==> src/rtl/dm_access_pkg.sv <==
// Shared definitions for the data-memory access controller: op codes, FSM states,
// stack-pointer commands and the debug view of the controller.
package dm_access_pkg;

  localparam logic [2:0] OP_NOP   = 3'd0;
  localparam logic [2:0] OP_LOAD  = 3'd1;
  localparam logic [2:0] OP_STORE = 3'd2;
  localparam logic [2:0] OP_PUSH  = 3'd3;
  localparam logic [2:0] OP_POP   = 3'd4;
  localparam logic [2:0] OP_SETSP = 3'd5;

  // Wide enough for DM_LAT-2 with DM_LAT up to 7.
  localparam int LAT_CNT_W = 3;

  typedef enum logic [1:0] {
    ST_IDLE  = 2'd0,
    ST_ISSUE = 2'd1,
    ST_WAIT  = 2'd2,
    ST_RESP  = 2'd3
  } state_t;

  typedef enum logic [1:0] {
    SP_HOLD = 2'd0,
    SP_DEC  = 2'd1,
    SP_INC  = 2'd2,
    SP_LOAD = 2'd3
  } sp_cmd_t;

  typedef struct packed {
    state_t state;
    logic   sp_full;
    logic   sp_empty;
  } dbg_t;

endpackage

==> src/rtl/dm_sp_unit.sv <==
// Architectural stack pointer: holds, pre-decrements, post-increments or loads SP and
// reports the full/empty compares used by the controller's guard (STACK_GUARD_EN).
module dm_sp_unit
  import dm_access_pkg::*;
#(
  parameter int             SP_W     = 16,
  parameter logic [SP_W-1:0] SP_TOP   = 16'hFFFF,
  parameter logic [SP_W-1:0] SP_LIMIT = 16'hFE00
) (
  input  logic            clk,
  input  logic            rst_n,
  input  sp_cmd_t         i_cmd,
  input  logic [SP_W-1:0] i_load_val,
  output logic [SP_W-1:0] o_sp_cur,
  output logic [SP_W-1:0] o_sp_dec,
  output logic            o_full,
  output logic            o_empty
);

  logic [SP_W-1:0] r_sp;
  logic [SP_W-1:0] w_sp_dec;
  logic [SP_W-1:0] w_sp_inc;

  // Modulo 2^SP_W arithmetic: wrap is intentional when the guard is not built in.
  assign w_sp_dec = r_sp - 1'b1;
  assign w_sp_inc = r_sp + 1'b1;

  always_ff @(posedge clk) begin
    if (!rst_n) begin
      r_sp <= SP_TOP;
    end else begin
      case (i_cmd)
        SP_DEC:  r_sp <= w_sp_dec;
        SP_INC:  r_sp <= w_sp_inc;
        SP_LOAD: r_sp <= i_load_val;
        default: r_sp <= r_sp;
      endcase
    end
  end

  assign o_sp_cur = r_sp;
  assign o_sp_dec = w_sp_dec;
  assign o_full   = (r_sp == SP_LIMIT);
  assign o_empty  = (r_sp == SP_TOP);

endmodule

==> src/rtl/dm_access_ctrl.sv <==
// Data-memory access sequencer: one op at a time, one-cycle DM strobes, read capture.
// Optional stack overflow/underflow rejection is built when STACK_GUARD_EN is defined.
module dm_access_ctrl
  import dm_access_pkg::*;
#(
  parameter int              DATA_W   = 16,
  parameter int              ADDR_W   = 9,
  parameter int              SP_W     = 16,
  parameter logic [SP_W-1:0] SP_TOP   = 16'hFFFF,
  parameter logic [SP_W-1:0] SP_LIMIT = 16'hFE00,
  parameter int              DM_LAT   = 1
) (
  input  logic              clk,
  input  logic              rst_n,
  input  logic              op_valid,
  output logic              op_ready,
  input  logic [2:0]        op_code,
  input  logic [ADDR_W-1:0] op_addr,
  input  logic [DATA_W-1:0] op_data,
  output logic              load,
  output logic              store,
  output logic              push,
  output logic              pop,
  output logic [ADDR_W-1:0] address,
  output logic [SP_W-1:0]   sp,
  output logic [DATA_W-1:0] rez,
  input  logic [DATA_W-1:0] data_out,
  output logic              rd_valid,
  output logic [DATA_W-1:0] rd_data,
  output logic [SP_W-1:0]   sp_cur,
  output logic              stack_ovf,
  output logic              stack_unf,
  output dbg_t              dbg
);

  // Handshake: an op transfers on a rising edge where op_valid & op_ready are both high;
  // op_ready is high only in IDLE, so the requester simply holds its op until then.

  localparam logic [LAT_CNT_W-1:0] WAIT_INIT =
    (DM_LAT > 1) ? LAT_CNT_W'(DM_LAT - 2) : '0;

  state_t                r_state;
  logic                  r_is_read;
  logic [LAT_CNT_W-1:0]  r_cnt;
  logic                  r_load, r_store, r_push, r_pop;
  logic [ADDR_W-1:0]     r_address;
  logic [SP_W-1:0]       r_sp;
  logic [DATA_W-1:0]     r_rez;
  logic                  r_rd_valid;
  logic [DATA_W-1:0]     r_rd_data;
  logic                  r_ovf, r_unf;

  logic                  w_accept;
  logic                  w_full, w_empty;
  logic                  w_push_rej, w_pop_rej;
  logic [SP_W-1:0]       w_sp_cur, w_sp_dec;
  sp_cmd_t               w_sp_cmd;

  assign op_ready = (r_state == ST_IDLE);
  assign w_accept = op_valid & op_ready;

`ifdef STACK_GUARD_EN
  assign w_push_rej = (op_code == OP_PUSH) & w_full;
  assign w_pop_rej  = (op_code == OP_POP)  & w_empty;
`else
  assign w_push_rej = 1'b0;
  assign w_pop_rej  = 1'b0;
`endif

  always_comb begin
    w_sp_cmd = SP_HOLD;
    if (w_accept) begin
      case (op_code)
        OP_PUSH:  w_sp_cmd = w_push_rej ? SP_HOLD : SP_DEC;
        OP_POP:   w_sp_cmd = w_pop_rej  ? SP_HOLD : SP_INC;
        OP_SETSP: w_sp_cmd = SP_LOAD;
        default:  w_sp_cmd = SP_HOLD;
      endcase
    end
  end

  dm_sp_unit #(
    .SP_W     (SP_W),
    .SP_TOP   (SP_TOP),
    .SP_LIMIT (SP_LIMIT)
  ) u_sp (
    .clk        (clk),
    .rst_n      (rst_n),
    .i_cmd      (w_sp_cmd),
    .i_load_val (op_data[SP_W-1:0]),
    .o_sp_cur   (w_sp_cur),
    .o_sp_dec   (w_sp_dec),
    .o_full     (w_full),
    .o_empty    (w_empty)
  );

  always_ff @(posedge clk) begin
    if (!rst_n) begin
      r_state    <= ST_IDLE;
      r_is_read  <= 1'b0;
      r_cnt      <= '0;
      r_load     <= 1'b0;
      r_store    <= 1'b0;
      r_push     <= 1'b0;
      r_pop      <= 1'b0;
      r_address  <= '0;
      r_sp       <= '0;
      r_rez      <= '0;
      r_rd_valid <= 1'b0;
      r_rd_data  <= '0;
      r_ovf      <= 1'b0;
      r_unf      <= 1'b0;
    end else begin
      r_load     <= 1'b0;
      r_store    <= 1'b0;
      r_push     <= 1'b0;
      r_pop      <= 1'b0;
      r_rd_valid <= 1'b0;
      r_ovf      <= 1'b0;
      r_unf      <= 1'b0;
      case (r_state)
        ST_IDLE: begin
          if (w_accept) begin
            case (op_code)
              OP_LOAD: begin
                r_address <= op_addr;
                r_load    <= 1'b1;
                r_is_read <= 1'b1;
                r_state   <= ST_ISSUE;
              end
              OP_STORE: begin
                r_address <= op_addr;
                r_rez     <= op_data;
                r_store   <= 1'b1;
                r_is_read <= 1'b0;
                r_state   <= ST_ISSUE;
              end
              OP_PUSH: begin
                if (w_push_rej) begin
                  r_ovf <= 1'b1;
                end else begin
                  r_sp      <= w_sp_dec;
                  r_rez     <= op_data;
                  r_push    <= 1'b1;
                  r_is_read <= 1'b0;
                  r_state   <= ST_ISSUE;
                end
              end
              OP_POP: begin
                if (w_pop_rej) begin
                  r_unf <= 1'b1;
                end else begin
                  r_sp      <= w_sp_cur;
                  r_pop     <= 1'b1;
                  r_is_read <= 1'b1;
                  r_state   <= ST_ISSUE;
                end
              end
              default: r_state <= ST_IDLE;
            endcase
          end
        end
        ST_ISSUE: begin
          if (!r_is_read) begin
            r_state <= ST_IDLE;
          end else if (DM_LAT > 1) begin
            r_cnt   <= WAIT_INIT;
            r_state <= ST_WAIT;
          end else begin
            r_state <= ST_RESP;
          end
        end
        ST_WAIT: begin
          if (r_cnt == '0) r_state <= ST_RESP;
          else             r_cnt   <= r_cnt - 1'b1;
        end
        ST_RESP: begin
          // data_out is valid exactly in this cycle; rd_valid follows one cycle later.
          r_rd_data  <= data_out;
          r_rd_valid <= 1'b1;
          r_state    <= ST_IDLE;
        end
        default: r_state <= ST_IDLE;
      endcase
    end
  end

  assign load      = r_load;
  assign store     = r_store;
  assign push      = r_push;
  assign pop       = r_pop;
  assign address   = r_address;
  assign sp        = r_sp;
  assign rez       = r_rez;
  assign rd_valid  = r_rd_valid;
  assign rd_data   = r_rd_data;
  assign sp_cur    = w_sp_cur;
  assign stack_ovf = r_ovf;
  assign stack_unf = r_unf;

  assign dbg.state    = r_state;
  assign dbg.sp_full  = w_full;
  assign dbg.sp_empty = w_empty;

endmodule

==> config.mk <==
export PLATFORM = sky130hd
export DESIGN_NAME = dm_access_ctrl
export DESIGN_NICKNAME = d
export VERILOG_FILES = /design/src/rtl/dm_access_pkg.sv /design/src/rtl/dm_sp_unit.sv /design/src/rtl/dm_access_ctrl.sv
export SDC_FILE = /design/constraint.sdc
export NUM_CORES = 1
export LEC_CHECK = 0
export BUFFER_PORTS_ARGS = -buffer_cell sky130_fd_sc_hd__buf_2
export CORE_UTILIZATION = 50
export CTS_CLUSTER_SIZE = 20
export DETAILED_ROUTE_END_ITERATION = 8
export GPL_TIMING_DRIVEN = 0
export PLACE_DENSITY = 0.88
export SYNTH_ARGS = -nofsm -noshare
export SYNTH_HDL_FRONTEND = slang
export SYNTH_HIERARCHICAL = 1
export SYNTH_SLANG_ARGS = --single-unit
==> constraint.sdc <==
create_clock -name clk -period 7.5 [get_ports clk]
set_input_delay 2.25 -clock clk [delete_from_list [all_inputs] [get_ports clk]]
set_output_delay 2.25 -clock clk [all_outputs]
set_load 0.02 [all_outputs]
---- Yosys cells after proc, flatten, opt, wreduce, memory -nomap -nowiden ----
Cells that the tools add are included.
storage, ports and cells
  bits of input ports ..................... 47
  logic and storage cells ................. 64
  output and inout port bits .............. 85
  register bits after elaboration ......... 84
cells by class
  eq/ne operators ......................... 15
  multiplexer cells ....................... 15
  reduce and logical (&&, ||, !) cells .... 16
  add/sub/neg operators ................... 3
  bitwise operators ....................... 2
operator list
  operator                                              number
  case mux 16 bit (3 select lines)                      1
  equality test 16 bit (second input constant)          2
  case mux 16 bit (2 select lines)                      1
  adder 16 x 1 -> 16 bit (second input constant)        1
  subtractor 16 x 1 -> 16 bit (second input constant)   1
  AND reduction 3 bit                                   5
  equality test 2 bit (second input constant)           4
  two-way mux 2 bit                                     4
  case mux 2 bit (4 select lines)                       1
  equality test 3 x 2 -> 1 bit (second input constant)  2
  equality test 3 bit (second input constant)           2
  two-way mux 1 bit                                     6
  case mux 2 bit (3 select lines)                       1
  OR reduction 2 bit                                    3
  equality test 2 x 1 -> 1 bit (second input constant)  2
  AND reduction 2 bit                                   2
  nonzero test 2 bit                                    2
  OR reduction 4 bit                                    1
  equality test 3 x 1 -> 1 bit (second input constant)  1
  zero test 3 bit                                       1
  nonzero test 3 bit                                    1
  subtractor 3 x 1 -> 3 bit (second input constant)     1
  zero test 2 bit                                       1
  != test 2 x 1 -> 1 bit (second input constant)        1
  other kinds (4)                                       4

---- Logic depth before layout (Yosys ltp) ----
  depth after elaboration ................. 5
  mapped depth ............................ 11
  depth with buffers taken out ............ 8

---- Modules after synthesis ----
The synthesis kept the hierarchy.
by module, submodules not included
  module          cells each  area an instance (um^2)  times used  seq. area each (um^2)
  dm_access_ctrl  337         2921.6                   1           1361.3
  dm_sp_unit      203         1478.9                   1           320.3

---- Least setup slack after synthesis ----
No wires, ideal clock.
  path kind ............................... input port to flip-flop
  from .................................... input port op_valid
  to ...................................... register u_sp.r_sp[13] (netlist: u_sp/o_sp_cur[13])
  setup slack ............................. 3086 ps
  buffers on the path ..................... 2
  data required time ...................... 7357 ps
  library setup time ...................... 143 ps
  cell stages on the path ................. 9
  arrival time ............................ 4271 ps
  path through ............................ or3b_1 -> buf_2 -> clkbuf_1 -> nor3b_1 -> nand3_1 -> or2_2 -> nor4_1 -> xnor2_1 -> o221ai_1
between the ends
  word-level cells in the longest chain between the ends .. 4
  elaborated cells on any way between the ends .. 7
  those cells by class .................... 3 x eq/ne; 2 x mux; 1 x bitwise; 1 x reduce/logical
RTL lines
  what                                                                           RTL line              RTL
  start, declared                                                                dm_access_ctrl.sv:15  input logic op_valid,
  bitwise AND 1 bit *                                                            dm_access_ctrl.sv:60  assign w_accept = op_valid & op_ready;
  two-way mux 2 bit *                                                            dm_access_ctrl.sv:72  if (w_accept) begin
  net w_sp_cmd[1]                                                                dm_access_ctrl.sv:57  sp_cmd_t w_sp_cmd;
  equality test 2 bit / equality test 2 x 1 -> 1 bit (equally long branches)     dm_sp_unit.sv:32      case (i_cmd)
  case mux 16 bit (3 select lines) / nonzero test 3 bit (equally long branches)  n/a
  end signal, assigned                                                           dm_sp_unit.sv:33      SP_DEC: r_sp <= w_sp_dec;
  end signal, assigned                                                           dm_sp_unit.sv:34      SP_INC: r_sp <= w_sp_inc;
  end signal, assigned                                                           dm_sp_unit.sv:35      SP_LOAD: r_sp <= i_load_val;
  end, declared                                                                  dm_sp_unit.sv:20      logic [SP_W-1:0] r_sp;
The timed path passes the listed nets; every way through them passes the cells marked *.
A chain may end at the register's enable or synchronous reset.

---- Worst setup path in the final report ----
  from .................................... input port op_valid
  to ...................................... register u_sp.r_sp[1] (netlist: u_sp/o_sp_cur[1])
Same word-level chain as after synthesis.

==> results.ini <==
[run]
cap_violations = 0

[clocking]
root_buffer = clkbuf_8
cts_buffers = 9
clock_path_buffers = 2
cts_tree = yes
cts_resized = 0
clk_latency_ns = 0.37
clock-sinks = 84
h-tree-depth = 3
cts_hold_buf = 0
clk_pin_slew_ns = 0.09
post_cts_buffers = 0

[min_path]
min_delay_path_depth = 2
min-delay-start = rd_data[11]
hold_path_class = flip-flop to flip-flop

[synth]
synthFlopType = dfxtp_1
synthArstFlopShare = 0
synth_enable_flop_cells = 0
synth_area_per_cell_um2 = 8.15
synth_cell_types = 65
synth_cells = 540
synth_seq_area_share = 0.382
syn_area_um2 = 4400
synth_warnings = 6
ys_seq_elements = 84

[floorplanning]
core_area_um2 = 8380
io_pins = 132
rows = 33
initial_utilization = 0.525
die_w_um = 95.8
die_area_um2 = 9180
die_h_um = 95.8

[layout]
layout.nets = 729
postLayoutCellArea_um2 = 5350
drive_gt1_frac = 0.275
area_growth_pct = 21.7
diodes = 0
area.sequential_um2 = 1680
multi_input_area_um2 = 2270
fillers = 765

[power]
combinationalPowerShare = 0.211
power_frac_seq = 0.476
ir_drop_mv = 0.106
clkPwrFrac = 0.313
internal_power_mw = 0.669
power_mw = 1.01
p_sw_mw = 0.340
p_leak_nw = 2.26
powerDensity_nw_per_um2 = 188
p_sw_frac = 0.337

[routing]
routed_wirelength_um = 12700
drtIter0Drc = 482
drc_errors = 0
antenna_left = 0
drt-vias-per-instance = 5.74
via_count = 4523
dr.pass1.iters = 5
routedWlPerCell_um = 16.2

[worst_setup_path]
startpoint_type = input port
reg2reg_depth = 10
startpoint = op_valid
critical_path.endpoint_type = flip-flop
critPathMaxFanout = 10
cp_num_buf_inv = 5
cp.arrival_ns = 5.21
critPathKind = input port to flip-flop
r2r-start = r_state[0]
slowest_delay_ns = 0.71
cpMaxStageDelayCell = nor3b_1
cpLargestDelayFamily = buffers and inverters
cp.required_ns = 7.74
path_common_cell = clkbuf_1
crit_cells = 10
crit_chain = buf_2, or3b_1, buf_2, clkbuf_1, nor3b_1, clkbuf_1, clkbuf_1, o21ai_0, o21ai_0, nand2_1

[sta]
slew_headroom = 0.498
drv_slew = 0
worst_slew_pin_slew_ns = 0.751
hold_ws_ns = 0.458
finalClockSkew_ns = 0.0118
hold_viol = 0
setup-violations-final = 0
fmax_mhz = 201
rsz0062_at_grt = no
tns_ns = 0
fin_crit_sh = 0.662
period_needed_ns = 4.97

[run_status]
outcome = complete, no violations

[global_routing]
overflow = 0
first_global_vias = 4097
grt_usage = 0.284
grt_pass1_wl_um = 20000
antenna_found_initial = 0
grt_max_degree = 18

[placement]
gp_congestion = 0.919
dp_hpwl_um = 9670
port_buffers = 126
place_area_um2 = 5170

worst register-to-register path, delay by kind of cell (launching register included):
kind                   cells  cell delay, ns
DFF                        1            0.35
AOI/OAI and AO/OA          2            0.31
and+or+nand+nor            3            1.11
buffers and inverters      5            1.60
sequential cells by signal, summed over array words and instances, names as in the netlist, named ones only:
| signal | cells |
|---|---|
| address | 9 |
| load | 1 |
| pop | 1 |
| push | 1 |
| r_cnt | 3 |
| r_is_read | 1 |
| r_state | 1 |
| rd_data | 16 |
| rd_valid | 1 |
| rez | 16 |
| sp | 16 |
| store | 1 |
| u_sp/o_sp_cur | 16 |
metal layers:
layer	up-vias	part of all wire	track usage
li1	2185	-	-
met1	2120	0.43	0.366
met2	190	0.47	0.451
met3	28	0.072	0.0585
met4	0	0.025	0.139
met5	-	0	0
synthesized netlist by cell type (5+ instances only):
| cell type | n | area share |
|---|---|---|
| a21oi_1 | 46 | 0.052 |
| buf_2 | 8 | 0.0091 |
| buf_6 | 5 | 0.013 |
| xor2_1 | 9 | 0.018 |
| inv_1 | 41 | 0.035 |
| nor3_1 | 13 | 0.015 |
| nand2_1 | 57 | 0.049 |
| nand4_1 | 7 | 0.010 |
| a221oi_1 | 7 | 0.014 |
| o211ai_1 | 5 | 0.0085 |
| o31ai_1 | 18 | 0.031 |
| nor2_1 | 21 | 0.018 |
| nand3_1 | 37 | 0.042 |
| buf_4 | 7 | 0.012 |
| o21ai_0 | 31 | 0.035 |
| xnor2_1 | 17 | 0.034 |
| dfxtp_1 | 84 | 0.38 |
| a221oi_2 | 10 | 0.034 |
| nor4_1 | 6 | 0.0085 |
| o21ai_1 | 7 | 0.0080 |
| clkbuf_1 | 27 | 0.023 |
| o221ai_1 | 5 | 0.010 |
path summary, 6_finish.rpt:
path | slack, ns | to
max | 2.53 | u_sp/o_sp_cur[1]
min | 0.46 | rd_data[11]
max reg2reg | 3.99 | u_sp/o_sp_cur[1]
min reg2reg | 0.46 | rd_data[11]
area by class of cell:
type                       instances  share of cell area
buffer                            52              0.0533
inverter                          44              0.0308
clock buffer                       9              0.0231
timing repair buffer             126               0.118
multi-input combinational        361               0.424
tap                              105              0.0245
clock inverter                     7              0.0119
sequential                        84               0.314
cell families after synthesis:
family          after synthesis  synth area share
flops                        84             0.382
fa+ha+maj                     4            0.0114
mux                           2           0.00455
buf+inv                      96             0.102
other cells                   1          0.000852
compound gates              154             0.242
simple gates                173             0.205
xor+xnor                     26            0.0517
layout by cell type (no fill, tap or decap), types with 5 or more instances in the layout:
cell type / count
a21oi_1: 46
o31ai_1: 18
a221oi_2: 10
o21ai_0: 31
nor4_1: 6
buf_2: 134
nand4_1: 7
o211ai_1: 5
buf_6: 5
o221ai_1: 5
o21ai_1: 7
nor2_1: 21
buf_4: 7
nor3_1: 13
inv_1: 41
dfxtp_1: 84
clkbuf_8: 9
a221oi_1: 7
xor2_1: 9
nand3_1: 37
xnor2_1: 17
clkbuf_1: 27
nand2_1: 57
stage by stage:
stage | utilization | std cells | setup slack [ns]
2_1_floorplan | - | 541 | 3.09
3_3_place_gp | 0.616 | 772 | 2.29
3_5_place_dp | 0.616 | 772 | 2.29
4_1_cts | 0.639 | 788 | 2.65
5_1_grt | 0.639 | 788 | 2.34
6_report | 0.639 | 788 | 2.53
power by group through the flow:
stage                     combinational, mW  clock [mW]  sequential, mW
after floorplan                       0.122           0           0.508
after global placement                0.204           0           0.489
after detailed placement              0.208           0           0.490
after CTS                             0.209       0.323           0.480
after global routing                  0.230       0.346           0.483
final                                 0.213       0.316           0.480
(Power assumes the default switching activity.)
